**src/rtl/mux_scan_pkg.sv**
```systemverilog
// Shared types and helpers for the 8-input mux scan controller.
package mux_scan_pkg;

    // Width of the scan index that walks mux inputs a..h.
    localparam int IDX_W = 3;

    typedef enum logic [1:0] {
        ST_IDLE   = 2'd0,
        ST_SETTLE = 2'd1,
        ST_SAMPLE = 2'd2,
        ST_DONE   = 2'd3
    } scan_state_t;

    // Index to mux select lines, returned as {sel_m, sel_j, sel_i}.
    // The downstream mux has inverted select sense, so each line is the
    // complement of its index bit. Index bit 0 is wired to sel_j and
    // bit 1 to sel_i.
    function automatic logic [2:0] idx_to_sel(input logic [IDX_W-1:0] k);
        return {~k[2], ~k[0], ~k[1]};
    endfunction

endpackage

```
**src/rtl/mux8_sel_encode.sv**
```systemverilog
// Combinational scan-index to mux-select encoder.
module mux8_sel_encode
    import mux_scan_pkg::*;
(
    input  logic [IDX_W-1:0] idx,
    output logic             sel_i,
    output logic             sel_j,
    output logic             sel_m
);

    logic [2:0] sel_mji;

    // Decode the index through the shared encoding function.
    always_comb begin
        sel_mji = idx_to_sel(idx);
    end

    assign sel_m = sel_mji[2];
    assign sel_j = sel_mji[1];
    assign sel_i = sel_mji[0];

endmodule

```
**src/rtl/mux8_scan_ctrl.sv**
```systemverilog
// Scans all eight inputs of a downstream 8-to-1 mux, one at a time,
// assembles the sampled mux output into a byte and holds it until the
// consumer acknowledges it.
//
// Handshake: valid rises when data_out holds a complete word and stays
// high (data_out frozen) until a clock edge that sees ack=1 while valid=1;
// valid falls on the following cycle. ack without valid is ignored.
module mux8_scan_ctrl
    import mux_scan_pkg::*;
#(
    parameter int SETTLE_CYCLES = 1
) (
    input  logic       clk,
    input  logic       rst,
    input  logic       start,
    input  logic       mux_y,
    input  logic       ack,
    output logic       sel_i,
    output logic       sel_j,
    output logic       sel_m,
    output logic       busy,
    output logic [7:0] data_out,
    output logic       valid
);

    localparam logic [3:0] SETTLE_LD = 4'(SETTLE_CYCLES);
    // With no settle time every index lives only in SAMPLE.
    localparam logic       NO_SETTLE = (SETTLE_CYCLES == 0);

    scan_state_t      state;
    scan_state_t      state_nx;
    logic [IDX_W-1:0] k;
    logic [IDX_W-1:0] k_nx;
    logic [3:0]       cnt;
    logic [3:0]       cnt_nx;
    logic [7:0]       data_nx;
    logic             sel_i_nx;
    logic             sel_j_nx;
    logic             sel_m_nx;

    // Next-state, index, settle counter and data word.
    always_comb begin
        state_nx = state;
        k_nx     = k;
        cnt_nx   = cnt;
        data_nx  = data_out;
        case (state)
            ST_IDLE: begin
                k_nx = '0;
                if (start) begin
                    cnt_nx   = SETTLE_LD;
                    state_nx = NO_SETTLE ? ST_SAMPLE : ST_SETTLE;
                end
            end
            ST_SETTLE: begin
                // SETTLE lasts SETTLE_CYCLES cycles; leave as the count hits 0.
                if (cnt <= 4'd1) begin
                    cnt_nx   = 4'd0;
                    state_nx = ST_SAMPLE;
                end else begin
                    cnt_nx = cnt - 4'd1;
                end
            end
            ST_SAMPLE: begin
                data_nx[k] = mux_y;
                if (k == 3'd7) begin
                    k_nx     = '0;
                    cnt_nx   = 4'd0;
                    state_nx = ST_DONE;
                end else begin
                    k_nx     = k + 3'd1;
                    cnt_nx   = SETTLE_LD;
                    state_nx = NO_SETTLE ? ST_SAMPLE : ST_SETTLE;
                end
            end
            ST_DONE: begin
                k_nx = '0;
                // start alongside ack is deliberately not a restart.
                if (ack) begin
                    state_nx = ST_IDLE;
                end
            end
            default: begin
                state_nx = ST_IDLE;
                k_nx     = '0;
                cnt_nx   = 4'd0;
            end
        endcase
    end

    // Selects are computed from the next index so the registered lines
    // present index k for every cycle the FSM holds index k.
    mux8_sel_encode u_sel_encode (
        .idx   (k_nx),
        .sel_i (sel_i_nx),
        .sel_j (sel_j_nx),
        .sel_m (sel_m_nx)
    );

    // State, index, counter, data and registered select lines.
    always_ff @(posedge clk or posedge rst) begin
        if (rst) begin
            state    <= ST_IDLE;
            k        <= '0;
            cnt      <= 4'd0;
            data_out <= 8'h00;
            sel_i    <= 1'b1;
            sel_j    <= 1'b1;
            sel_m    <= 1'b1;
        end else begin
            state    <= state_nx;
            k        <= k_nx;
            cnt      <= cnt_nx;
            data_out <= data_nx;
            sel_i    <= sel_i_nx;
            sel_j    <= sel_j_nx;
            sel_m    <= sel_m_nx;
        end
    end

    assign busy  = (state == ST_SETTLE) || (state == ST_SAMPLE);
    assign valid = (state == ST_DONE);

endmodule

```
**config.mk**
```make
export PLATFORM = sky130hd
export DESIGN_NAME = mux8_scan_ctrl
export DESIGN_NICKNAME = d
export VERILOG_FILES = /design/src/rtl/mux_scan_pkg.sv /design/src/rtl/mux8_sel_encode.sv /design/src/rtl/mux8_scan_ctrl.sv
export SDC_FILE = /design/constraint.sdc
export NUM_CORES = 1
export LEC_CHECK = 0
export CAP_MARGIN = 40
export CORE_MARGIN = 1.5
export CORE_UTILIZATION = 50
export CTS_CLUSTER_SIZE = 30
export DETAILED_ROUTE_END_ITERATION = 12
export PLACE_DENSITY = 0.83
export SLEW_MARGIN = 15
export SYNTH_ARGS = -nofsm -noshare
export SYNTH_HDL_FRONTEND = slang
export SYNTH_SLANG_ARGS = --single-unit
```
**constraint.sdc**
```tcl
create_clock -name clk -period 1.9 [get_ports clk]
set_input_delay 0.285 -clock clk [delete_from_list [all_inputs] [get_ports clk]]
set_output_delay 0.285 -clock clk [all_outputs]
set_load 0.02 [all_outputs]
```
==> results.py <==
metrics = {
    "status": {
        "status": "finished, final reports clean",
    },
    "global_routing": {
        "groute.usage.overall": 0.186,
        "overflow": 0,
        "antenna_found_initial": 0,
        "grt_pass1_wl_um": 3420,
        "grt_max_degree": 21,
        "first_global_vias": 785,
    },
    "setup_path": {
        "critPathRequiredTime_ns": 1.62,
        "reg2reg_slack_ns": 0.32,
        "crit_path_start_kind": "register",
        "timing.critical_path.buf_inv": 1,
        "critPathCaptureType": "primary output",
        "slowest_delay_ns": 0.61,
        "crit_chain": "ha_1 > clkdlybuf4s50_1",
        "reg2reg_from": "state[1]",
        "r2r-end": "state[1]",
        "cp_slowest_cell": "clkdlybuf4s50_1",
        "worstPathMaxFanout": 5,
        "crit_type": "reg2out",
        "r2r_cells": 6,
        "crit_family": "buffers and inverters",
        "arrival_ns": 1.53,
    },
    "sta": {
        "slew_viol_final": 0,
        "tns_ns": 0,
        "setup_viol": 0,
        "max_freq_ghz": 0.551,
        "fin_ws_ns": 0.0867,
        "finClkSkew_ns": 0.00210,
        "holdWs_ns": 0.284,
        "tightest_slew_ns": 0.432,
        "relSlewSlack": 0.708,
        "rsz0062_at_grt": "no",
        "period_needed_ns": 1.81,
        "finalCritPeriodShare": 0.954,
        "finalHoldViolCount": 0,
    },
    "placed_design": {
        "io_buffers": 17,
        "placed_cells": 139,
        "place_area_mm2": 0.00126,
        "place_ws_ns": 0.126,
        "routabilityCongestion": 0.771,
        "post-dp-hpwl_um": 1430,
    },
    "detailed_routing": {
        "wl_per_cell_um": 13.2,
        "routed_wl_um": 1880,
        "drt_pass1_iterations": 4,
        "postRouteAntennaNets": 0,
        "dr.first_iter.drc_count": 9,
        "route.detailed.drc": 0,
        "vias": 752,
        "via_per_inst": 5.26,
    },
    "floorplan": {
        "dieArea_mm2": 0.00240,
        "die_y_um": 49.0,
        "io-pin-count": 18,
        "die_w_um": 49.0,
        "core_area_mm2": 0.00198,
        "rows": 16,
        "start_util": 0.535,
    },
    "synthesis": {
        "ys_seq_elements": 20,
        "synth_nets": 110,
        "ys_seq_area_frac": 0.476,
        "synth.avg_cell_area_um2": 11.0,
        "yosys-top-cells-area": "dfrtp_1 (40%), ha_1 (11%), mux2_2 (8.5%), dfstp_2 (7.4%), nand2_1 (3.5%)",
        "syn-cell-area_mm2": 0.00106,
        "syn_inst": 96,
        "yosys.cell_types.count": 31,
        "yosys_warnings": 0,
        "synth_top_area_share": 0.401,
        "yosysTopAreaCell": "dfrtp_1",
    },
    "cells_and_area": {
        "fin_nets": 131,
        "fin_area_mm2": 0.00129,
        "diodes": 0,
        "stdcell_count": 143,
        "drive_gt1_frac": 0.190,
        "area_growth_pct": 22.1,
    },
    "power_and_ir_drop": {
        "ir_drop_v": 0.00119,
        "p_leak_nw": 0.581,
        "p_per_area_mw_per_mm2": 1480,
    },
    "cts": {
        "post_cts_buffers": 0,
        "path_clk_slew_ns": 0.11,
        "clk_latency_ns": 0.30,
        "clock-root-buffer": "clkbuf_4",
        "htreeDepth": 1,
        "cts_tree": "done",
        "clk_path_buf_depth": 2,
        "holdBufCountCts": 0,
        "numCtsBuffers": 3,
        "cts.sinks": 20,
    },
    "worst_hold_path": {
        "hold_path.class": "in2async",
    },
    "run": {
        "drv_cap": 0,
    },
}
state kept, by name, summed over array words and instances (netlist names):
register	flops
state	2
sel_i	1
cnt	4
data_out	8
sel_j	1
k	3
sel_m	1
cells in the final DEF, fill, tap and decap left out, types with 3 or more instances in the layout:
master           synthesis  routed
a21oi_1                  4       4
clkbuf_4                 0       3
clkdlybuf4s50_1          0      16
dfrtp_1                 17      16
dfstp_2                  3       3
ha_1                     9       9
inv_1                    9       9
mux2_2                   8       8
nand2_1                 10      10
nor2_1                   4       4
nor3_1                   3       3
worst max-delay path by stage:
stage | start | to | slack [ns] | cells after the start
CTS | state[0] | valid | 0.05 | 2
finish | state[1] | valid | 0.09 | 2
global placement | state[0] | busy | 0.18 | 3
floorplan | state[0] | data_out[2] | 0.39 | 6
detailed placement | state[0] | busy | 0.13 | 3
global route | state[1] | valid | 0.007 | 2
logic make-up (layout without fill, tap and decap cells):
group,after synthesis,after routing,share of synthesized area
DFF,20,20,0.476
AOI/OAI and AO/OA,17,17,0.118
and+or+nand+nor,29,29,0.156
buffers and inverters,12,32,0.0484
adders and majority gates,9,9,0.106
muxes,9,9,0.0956
routing by layer:
metal | global-route usage | up-vias | part of all wire
li1 | - | 377 | -
met1 | 0.213 | 363 | 0.45
met2 | 0.342 | 10 | 0.53
met3 | 0.0368 | 2 | 0.021
met4 | 0.0667 | 0 | 0.0064
met5 | 0 | - | 0
power breakdown:
part           switching (mW)  internal (mW)  total (mW)
sequential              0.141          0.567       0.708
combinational           0.524          0.436       0.960
clock                   0.133          0.117       0.250
cells in the mapped netlist (all sizes together):
cell and n:
o21ai 3, nand3 1, dfrtp 17, o2111ai 1
nand4 1, o31ai 2, or3 1, buf 3
nand3b 1, o21a 2, nor3b 2, nand2 10
ha 9, a21oi 4, inv 9, nand2b 3
nor2 4, nand4b 2, o311ai 1, dfstp 3
nor2b 1, a21boi 1, mux2 9, a31oi 2
a41oi 1, nor3 3
layout make-up:
class / instances / area (µm²)
tap: 27 / 33.8
clock buffer: 4 / 36.3
inverter: 9 / 33.8
timing repair buffer: 19 / 180
fill: 139 / 688
sequential: 20 / 505
multi-input combinational: 64 / 504
per-stage QoR:
stage | power, mW | utilization
global route | 2.07 | 0.653
global placement | 1.64 | 0.636
floorplan | 1.37 | -
detailed placement | 1.70 | 0.636
CTS | 1.93 | 0.654
finish | 1.92 | 0.653
repair_timing:
item                                    4_1_cts  5_1_grt
resized for setup                             1        3
endpoints found under the hold margin         0        0
endpoints found under the setup margin        1        2
tightest hold or removal path: stages:
cell and delay, ns:
clkdlybuf4s50_1 0.39, inv_1 0.05, buf_4 0.25
Power figures use the tool's default switching activity.
